==> config.mk <==
export PLATFORM = sky130hd
export DESIGN_NAME = serial_add_arb
export DESIGN_NICKNAME = d
export VERILOG_FILES = /design/src/rtl/serial_add_arb.sv
export SDC_FILE = /design/constraint.sdc
export NUM_CORES = 1
export LEC_CHECK = 0
export BUFFER_PORTS_ARGS = -buffer_cell sky130_fd_sc_hd__buf_4
export CAP_MARGIN = 25
export CORE_UTILIZATION = 50
export DETAILED_ROUTE_END_ITERATION = 8
export GPL_ROUTABILITY_DRIVEN = 0
export PLACE_DENSITY = 0.76
export SLEW_MARGIN = 20
export SYNTH_ARGS = -nofsm -noshare
export SYNTH_HDL_FRONTEND = slang
export SYNTH_SLANG_ARGS = --single-unit
==> constraint.sdc <==
create_clock -name clk -period 3.2 [get_ports clk]
set_input_delay 0.48 -clock clk [delete_from_list [all_inputs] [get_ports clk]]
set_output_delay 0.48 -clock clk [all_outputs]
set_load 0.05 [all_outputs]
==> src/rtl/serial_add_arb.sv <==
// Two-requester adder that time-shares one bit-serial full-adder slice.
// A round-robin arbiter grants one operation at a time. The operation runs
// LSB-first for WIDTH cycles, and the result is held until the consumer takes it.
module serial_add_arb #(
  parameter int unsigned WIDTH = 8
) (
  input  logic             clk,
  input  logic             rst_n,
  input  logic             req0_valid,
  output logic             req0_ready,
  input  logic [WIDTH-1:0] req0_a,
  input  logic [WIDTH-1:0] req0_b,
  input  logic             req0_cin,
  input  logic             req1_valid,
  output logic             req1_ready,
  input  logic [WIDTH-1:0] req1_a,
  input  logic [WIDTH-1:0] req1_b,
  input  logic             req1_cin,
  output logic             res_valid,
  input  logic             res_ready,
  output logic [WIDTH-1:0] res_sum,
  output logic             res_cout,
  output logic             res_id,
  output logic             busy
);

  localparam int unsigned IW = (WIDTH > 1) ? $clog2(WIDTH) : 1;
  localparam logic [IW-1:0] LAST_IDX = IW'(WIDTH - 1);

  typedef enum logic [1:0] {
    IDLE = 2'd0,
    RUN  = 2'd1,
    DONE = 2'd2
  } state_e;

  state_e           state_q;
  logic [WIDTH-1:0] a_q;
  logic [WIDTH-1:0] b_q;
  logic [WIDTH-1:0] acc_q;
  logic [IW-1:0]    idx_q;
  logic             carry_q;
  logic             last_grant_q;
  logic             res_valid_q;
  logic [WIDTH-1:0] res_sum_q;
  logic             res_cout_q;
  logic             res_id_q;

  logic             grant_vld;
  logic             grant_id;
  logic             bit_a;
  logic             bit_b;
  logic             sum_bit;
  logic             carry_nxt;
  logic [WIDTH-1:0] acc_nxt;

  // Round-robin grant. A tie goes to the requester that did not win last.
  always_comb begin
    grant_vld = 1'b0;
    grant_id  = 1'b0;
    if (rst_n && (state_q == IDLE) && (req0_valid || req1_valid)) begin
      grant_vld = 1'b1;
      if (req0_valid && req1_valid) begin
        grant_id = ~last_grant_q;
      end else begin
        grant_id = req1_valid;
      end
    end
    req0_ready = grant_vld & ~grant_id;
    req1_ready = grant_vld &  grant_id;
  end

  // Shared full-adder slice acting on the current bit index.
  always_comb begin
    bit_a            = a_q[idx_q];
    bit_b            = b_q[idx_q];
    sum_bit          = bit_a ^ bit_b ^ carry_q;
    carry_nxt        = ((bit_a ^ bit_b) & carry_q) | (bit_a & bit_b);
    acc_nxt          = acc_q;
    acc_nxt[idx_q]   = sum_bit;
  end

  // Control FSM, operand capture, serial accumulation and the result registers.
  always_ff @(posedge clk or negedge rst_n) begin
    if (!rst_n) begin
      state_q      <= IDLE;
      a_q          <= '0;
      b_q          <= '0;
      acc_q        <= '0;
      idx_q        <= '0;
      carry_q      <= 1'b0;
      last_grant_q <= 1'b1;
      res_valid_q  <= 1'b0;
      res_sum_q    <= '0;
      res_cout_q   <= 1'b0;
      res_id_q     <= 1'b0;
    end else begin
      case (state_q)
        IDLE: begin
          if (grant_vld) begin
            a_q          <= grant_id ? req1_a   : req0_a;
            b_q          <= grant_id ? req1_b   : req0_b;
            carry_q      <= grant_id ? req1_cin : req0_cin;
            idx_q        <= '0;
            last_grant_q <= grant_id;
            state_q      <= RUN;
          end
        end
        RUN: begin
          acc_q   <= acc_nxt;
          carry_q <= carry_nxt;
          if (idx_q == LAST_IDX) begin
            res_sum_q   <= acc_nxt;
            res_cout_q  <= carry_nxt;
            res_id_q    <= last_grant_q;
            res_valid_q <= 1'b1;
            state_q     <= DONE;
          end else begin
            idx_q <= idx_q + IW'(1);
          end
        end
        DONE: begin
          if (res_ready) begin
            res_valid_q <= 1'b0;
            state_q     <= IDLE;
          end
        end
        default: begin
          state_q <= IDLE;
        end
      endcase
    end
  end

  assign res_valid = res_valid_q;
  assign res_sum   = res_sum_q;
  assign res_cout  = res_cout_q;
  assign res_id    = res_id_q;
  assign busy      = (state_q != IDLE);

endmodule
* Word-level counts from Yosys, hierarchy flattened
Cells that the tools add are included.
** Operators by class
- Order comparisons :: 2
- Add/sub/neg operators :: 1
- Bitwise gates (word level) :: 9
- Mux-type cells :: 25
- Reductions and logical operators :: 15
- Equal/unequal tests :: 7
** Operators with widths (count)
- $mux 8 :: 2
- $mux 1 :: 10
- $reduce_and 3->1 :: 3
- $bwmux 8 :: 1
- $ne 2x2->1 const B :: 4
- $bmux 1 s3 :: 2
- $mux 2 :: 3
- $mux 3 :: 2
- $pmux 2 s3 :: 1
- $pmux 3 s2 :: 1
- $reduce_and 2->1 :: 3
- $reduce_bool 2->1 :: 3
- $and 1x1->1 :: 4
- $logic_and 1x1->1 :: 4
- $lt 3x4->1 const B :: 1
- $pmux 1 s2 :: 2
- $add 3x1->3 const B :: 1
- $demux 1 s3 :: 1
- $eq 3x3->1 const B :: 1
- $ge 3x1->1 const B :: 1
- $eq 2x1->1 const B :: 1
- $eq 2x2->1 const B :: 1
- $logic_not 2->1 :: 1
- $not 1->1 :: 2
- 3 further kinds :: 4
** Storage, ports and cells
- Logic and storage cells :: 70
- Input port bits :: 39
- Register bits after elaboration :: 42
- Output and inout port bits :: 14

* Longest topological paths before layout
Gate-level depths: netlist of the first run.
- Word-level depth :: 7
- Gate-level depth with buffers :: 9
- Depth with buffers taken out :: 7

* Least setup slack after synthesis of the first run
No wires, ideal clock.
- Path kind :: register to register
- From :: register idx_q[2]
- To :: register res_sum_q[6] (netlist: res_sum[6])
- Required time :: 3.117 ns
- Stages on the path, launching flop included :: 10
- Slack :: 0.787 ns
- Period minus slack after synthesis :: 2.413 ns
- Arrival time :: 2.331 ns
- Library setup time :: 0.083 ns
- Buffers on the path :: 2
- Path through :: dfrtp_1 buf_2 and3_1 a211oi_1 a31oi_1 or3_1 fa_1 clkbuf_1 mux2i_1 o21ai_0
** On the way
- Longest elaborated chain between the ends :: 5
- Elaborated cells on any way between the ends :: 14
- Classes of those cells :: order compare: 2; eq/ne: 1; mux: 7; bitwise: 2; reduce/logical: 2
** Ends and longest elaborated chain
- from (decl) :: line 40 : logic [IW-1:0] idx_q;
- from (signal assigned) :: line 118 : idx_q <= idx_q + IW'(1);
- $lt 3x4->1 (not written as such), or another cell as far along :: line 79 : acc_nxt[idx_q] = sum_bit;
- $logic_and 1x1->1 (not written as such), or another cell as far along :: line 79
- $mux 1 (not written as such) or $xor 1x1->1 (tied branches) :: line 79, 76
- $demux 1 s3 or $xor 1x1->1 (tied branches) :: line 79, 76
- $bwmux 8 :: line 79
- to (signal assigned) :: line 112 : res_sum_q <= acc_nxt;
- to (decl) :: line 44 : logic [WIDTH-1:0] res_sum_q;
Parallel ways exist; a longest one is shown, timed or not. The select of a mux whose other input is x is not followed.
A chain may end at the register's enable or synchronous reset.

* Final worst setup path of the first run
- From :: register idx_q[2]
- To :: register res_sum_q[3] (netlist: res_sum[3])
Same word-level chain as after synthesis.

==> reports/qor.txt, run 1 <==
CTS tree -> built
Post-Syn Area -> 0.00209 mm2
setup TNS -> 0 ns
commonest non-fill, non-tap cell in the layout -> buf_4
post-route minimum period -> 2.59 ns
CTS Buf Count -> 5
relative slew slack -> 63.3%
Synth Register Bits -> 42
Leak -> 1.33 nW
CTS Hold Bufs -> 0
Seq/Total Area, Yosys -> 50.4%
Setup Buffers After CTS -> 0
post-synthesis compound-gate area fraction -> 13.7%
largest net degree at the start of global routing -> 44
Post-route DRC -> 0
Startpoint Class -> register
P per Cell Area -> 1060 mW/mm2
WL per Instance -> 13.5 um
multiplexer area fraction after synthesis -> 12.4%
Horiz. Die Dim -> 66.6 um
Max Slew Vio Count -> 0
Mapped Cells -> 199
Hold Violations, Final -> 0
adder-cell share of the synthesized area -> 2.16%
Post-synth EDFFs -> 0
worst path bufs/invs -> 0
placed instance area -> 0.00250 mm2
Layout Skew -> 0.00967 ns
Clock Latency Late Sink -> 0.30 ns
Data arrival, critical path -> 2.80 ns
reg2reg end -> res_sum[3]$_DFFE_PN0P_
RR Startpoint -> idx_q[2]$_DFFE_PN0P_
MaxCap Viol Count -> 0
first-pass GRT wire length -> 7.05 mm
Setup violations, final -> 0
crit-path max cell delay -> 0.80 ns
max frequency -> 0.387 GHz
grt ovf -> 0
Std-Cell Rows -> 23
Core Box Area -> 0.00400 mm2
ys async rst share -> 100%
Reg power frac -> 34.7%
Critical Path Slowest Stage Cell -> fa_1
Required @ worst endpoint -> 3.41 ns
crit path capture type -> register
Fillers -> 348
fin crit share -> 80.8%
Worst-path clk slew -> 0.08 ns
clock sink total -> 42
dpl cells -> 293
post-cts sizing count -> 0
fin cells -> 301
via/cell ratio -> 5.59
Pwr Total -> 2.74 mW
main combinational cell family by area after synthesis -> compound AO/OA/AOI/OAI gates
# IOs -> 53
area grow syn2layout -> 24.5%
Worst R2R Path Depth -> 7
Syn Area/Cell -> 10.5 um2
commonest cells after routing, fill and taps aside -> buf_4 (59), dfrtp_1 (41), nand2_1 (23), inv_1 (21), a222oi_1 (16)
vias in the first global route -> 1520
CP top delay family -> adder cells
PortBufs -> 52
sequential cell area -> 0.00105 mm2
status -> completed
Syn Nets -> 241
Total GRT Usage -> 21.9%
Post-layout nets -> 292
RSZ-0062 raised after global routing -> no
Worst Setup Path Type -> reg -> reg
post-synthesis xor/xnor area fraction -> 0%
antenna violations before repair -> 0
clock root buffer -> clkbuf_8
switching power -> 1.18 mW
crit-path cells -> and3_1, a211oi_1, a31oi_1, or3_1, fa_1, mux2i_1, o21ai_0
Hold Crit Class -> in -> async
Post-DP HPWL -> 2.99 mm
Worst-Margin Slew -> 0.550 ns
Switching Share -> 43.2%
combinational cell fraction of total power -> 52.6%
TritonRoute pass-1 iters -> 5
Post-DRT Antenna Nets -> 0
DIE HEIGHT -> 66.6 um
Multi-input gate area -> 868 um2
CTS Buffer Depth -> 2
# diodes -> 0
DRT iter0 DRCs -> 129
Synth Area in Simple Gates -> 13.4%
internal power -> 1.56 mW
clock network power share -> 12.8%
yosys warns -> 0
CTS H-tree lvls -> 2
Synth cell types -> 33
die footprint -> 0.00443 mm2
worst-path fanout max -> 16
share of cells above drive strength 1 -> 32.3%
drt total wl -> 4.07 mm
worst reg2reg setup slack -> 0.61 ns
post-route cell area -> 0.00260 mm2
DR vias -> 1683
Peak VDD IR -> 0.497 mV
ys flop type -> dfrtp_1
Initial Utilization -> 52.1%
logic make-up after synthesis:
group	Yosys count
muxes	22
AOI/OAI and AO/OA	38
and+or+nand+nor	58
DFF	42
adders and majority gates	3
buffers and inverters	36
Yosys cell counts (2+ instances only):
cell type	number	share of area, %
dfrtp_1	41	49
nand2_1	23	4.1
inv_1	21	3.8
a222oi_1	16	7.7
o21ai_0	14	3.4
mux2_2	10	5.4
mux2i_1	10	4.8
nor2_1	10	1.8
buf_2	9	2.2
nand3_1	6	1.4
nand2b_1	5	1.5
a21oi_1	3	0.72
and3_1	3	0.90
clkbuf_1	3	0.54
nor2b_1	3	0.90
ha_1	2	1.2
mux4_2	2	2.2
nor3_1	2	0.48
nor3b_1	2	0.72
layer usage:
layer,track usage (%),part of all wire (%),wire [um]
met4,7.18,1.6,65
met1,28.8,44,1810
met2,33.8,47,1890
met5,0,0,0
met3,7.02,7.4,301
per-stage QoR:
stage / setup slack (ns) / utilization, % / hold slack (ns)
6_report: 0.615 / 64.9 / 0.251
5_1_grt: 0.395 / 64.9 / 0.298
4_1_cts: 0.629 / 64.9 / 0.287
3_5_place_dp: 0.644 / 62.6 / 0.474
3_3_place_gp: 0.767 / 62.6 / 0.463
2_1_floorplan: 0.787 / - / 0.184
power by group through the flow:
stage	clock network [mW]	logic (mW)	registers, mW
floorplan	0	0.925	1.11
global placement	0	1.43	0.956
detailed placement	0	1.46	0.962
CTS	0.361	1.46	0.952
global route	0.386	1.61	0.984
finish	0.350	1.44	0.950
registers in the layout, summed over array words and instances, names as in the netlist:
register	count
a_q	8
res_sum	8
res_id	1
acc_q	8
res_cout	1
state_q	2
b_q	8
carry_q	1
idx_q	3
res_valid	1
last_grant_q	1
how the worst max path moves through the flow:
stage	start	to	slack, ns	cells after the start
2_1_floorplan	idx_q[2]$_DFFE_PN0P_	res_sum[6]$_DFFE_PN0P_	0.79	9
3_3_place_gp	idx_q[1]$_DFFE_PN0P_	res_sum[4]$_DFFE_PN0P_	0.77	7
3_5_place_dp	idx_q[1]$_DFFE_PN0P_	res_sum[3]$_DFFE_PN0P_	0.64	7
4_1_cts	idx_q[2]$_DFFE_PN0P_	res_sum[3]$_DFFE_PN0P_	0.63	7
5_1_grt	idx_q[2]$_DFFE_PN0P_	res_sum[5]$_DFFE_PN0P_	0.40	7
6_report	idx_q[2]$_DFFE_PN0P_	res_sum[3]$_DFFE_PN0P_	0.61	7
cell type report:
class	instances	area share, %
inverters	21	3.04
repair buffers	59	17.1
flip-flops and latches	42	40.5
clock buffers	7	3.33
clock inverters	1	0.193
well taps	50	2.41
multi-input cells	121	33.4
Power figures use the tool's default switching activity.
==> inputs of run 2 (changes only) <==
--- a/config.mk
+++ b/config.mk
@@ -7,10 +7,10 @@
 export LEC_CHECK = 0
 export BUFFER_PORTS_ARGS = -buffer_cell sky130_fd_sc_hd__buf_4
 export CAP_MARGIN = 25
-export CORE_UTILIZATION = 50
+export CORE_UTILIZATION = 47
 export DETAILED_ROUTE_END_ITERATION = 8
 export GPL_ROUTABILITY_DRIVEN = 0
-export PLACE_DENSITY = 0.76
+export PLACE_DENSITY = 0.75
 export SLEW_MARGIN = 20
 export SYNTH_ARGS = -nofsm -noshare
 export SYNTH_HDL_FRONTEND = slang
==> constraint.sdc (replaced) <==
create_clock -name clk -period 2.1 [get_ports clk]
set_input_delay 0.315 -clock clk [delete_from_list [all_inputs] [get_ports clk]]
set_output_delay 0.315 -clock clk [all_outputs]
set_load 0.05 [all_outputs]
==> reports/qor.txt, run 2 (synthesis gave the netlist of run 1 again) <==
fin crit share -> 106%
crit-path max cell delay -> 0.50 ns
die footprint -> 0.00471 mm2
Worst R2R Path Depth -> 5
failing checks -> setup timing
post-route cell area -> 0.00273 mm2
Required @ worst endpoint -> 2.28 ns
fin worst setup slack -> -0.126 ns
post-route minimum period -> 2.23 ns
relative slew slack -> 64.2%
CP top delay family -> multiplexers
DRT iter0 DRCs -> 189
clock root buffer -> clkbuf_8
Worst-path clk slew -> 0.08 ns
Multi-input gate area -> 875 um2
reg2reg end -> acc_q[3]$_DFFE_PN0N_
max frequency -> 0.449 GHz
share of cells above drive strength 1 -> 36.3%
vias in the first global route -> 1678
Post-Route Utilization -> 66.3%
Leak -> 1.40 nW
grt ovf -> 0
placed instance area -> 0.00261 mm2
clock sink total -> 42
Startpoint Class -> register
area grow syn2layout -> 30.8%
Total GRT Usage -> 22.4%
RSZ-0062 raised after global routing -> yes
Fillers -> 346
Core Box Area -> 0.00412 mm2
Max Slew Vio Count -> 0
Setup violations, final -> 16
Hold Violations, Final -> 0
CTS Buf Count -> 5
crit path capture type -> register
CTS tree -> built
Hold Slack -> 0.0876 ns
DR vias -> 1698
worst reg2reg setup slack -> -0.13 ns
via/cell ratio -> 5.36
Post-DP HPWL -> 3.09 mm
Layout Skew -> 0.00928 ns
drt total wl -> 4.45 mm
# IOs -> 53
MaxCap Viol Count -> 0
# diodes -> 0
Hold Crit Class -> in -> async
worst path bufs/invs -> 1
commonest cells after routing, fill and taps aside -> buf_4 (73), dfrtp_1 (40), nand2_1 (23), inv_1 (21), a222oi_1 (16)
Peak VDD IR -> 0.716 mV
largest net degree at the start of global routing -> 44
Horiz. Die Dim -> 68.6 um
Critical Path Start -> idx_q[1]$_DFFE_PN0P_
TritonRoute pass-1 iters -> 5
WL per Instance -> 14.0 um
antenna violations before repair -> 0
Critical Path Slowest Stage Cell -> mux4_2
Post-route DRC -> 0
Post-DRT Antenna Nets -> 0
worst slack, placed -> -0.281 ns
Initial Utilization -> 50.7%
status -> finished with violations
CTS H-tree lvls -> 2
Worst-Margin Slew -> 0.537 ns
first-pass GRT wire length -> 7.62 mm
Post-layout nets -> 308
P per Cell Area -> 1740 mW/mm2
CTS Buffer Depth -> 2
sequential cell area -> 0.00105 mm2
DIE HEIGHT -> 68.6 um
commonest non-fill, non-tap cell in the layout -> buf_4
Data arrival, critical path -> 2.40 ns
Std-Cell Rows -> 23
worst-path fanout max -> 8
crit-path cells -> mux4_2, mux2_4, fa_2, buf_6, mux2_2
Clock Latency Late Sink -> 0.30 ns
PortBufs -> 52
Worst Setup Path Type -> reg -> reg
RR Startpoint -> idx_q[1]$_DFFE_PN0P_
-- run 2: worst max-delay path by stage --
| stage | to | slack (ns) | cells past startpoint |
|---|---|---|---|
| 6_report | acc_q[3]$_DFFE_PN0N_ | -0.13 | 5 |
| 5_1_grt | acc_q[1]$_DFFE_PN0N_ | -0.19 | 7 |
| 4_1_cts | acc_q[3]$_DFFE_PN0N_ | -0.11 | 5 |
| 3_5_place_dp | res_sum[5]$_DFFE_PN0P_ | -0.28 | 5 |
| 3_3_place_gp | res_sum[5]$_DFFE_PN0P_ | -0.20 | 5 |
| 2_1_floorplan | acc_q[4]$_DFFE_PN0N_ | -0.17 | 8 |
-- run 2: through the flow --
step / setup TNS [ns] / std cells / power (mW)
5_1_grt: -2.68 / 317 / 5.12
3_5_place_dp: -3.50 / 306 / 3.88
6_report: -1.46 / 317 / 4.76
2_1_floorplan: -1.57 / 199 / 3.26
4_1_cts: -1.16 / 317 / 4.76
3_3_place_gp: -2.74 / 306 / 3.83
-- run 2: repair_timing --
action	in CTS	in global routing
buffers inserted	3	0
gates cloned	0	0
hold buffers	0	0
resized for setup	7	0
pin swaps	1	0
endpoints found under the setup margin	16	16
-- run 2: power breakdown --
group          leakage, nW  internal [mW]  switching (mW)
registers            0.523           1.20           0.245
logic                0.841           1.35            1.46
clock network       0.0395          0.236           0.265
-- run 2: per-layer routing --
layer	track usage (%)	share of wire, %
met5	0	0
met1	27.4	45
met4	7.81	1.3
met2	37.7	48
met3	6.09	5.6
-- run 2: worst reg2reg max path, cell delays in order (launching register included) --
cell and delay (ns):
dfrtp_2 0.41, mux4_2 0.50, mux2_4 0.29, fa_2 0.50
buf_6 0.16, mux2_2 0.26
-- run 2: area by class of cell --
class                           instances  share of cell area [%]
Sequential cell                        42                    38.6
Multi-Input combinational cell        121                    32.0
Timing Repair Buffer                   75                    21.2
Clock buffer                            8                    2.93
Inverter                               21                    2.89
Tap cell                               50                    2.29
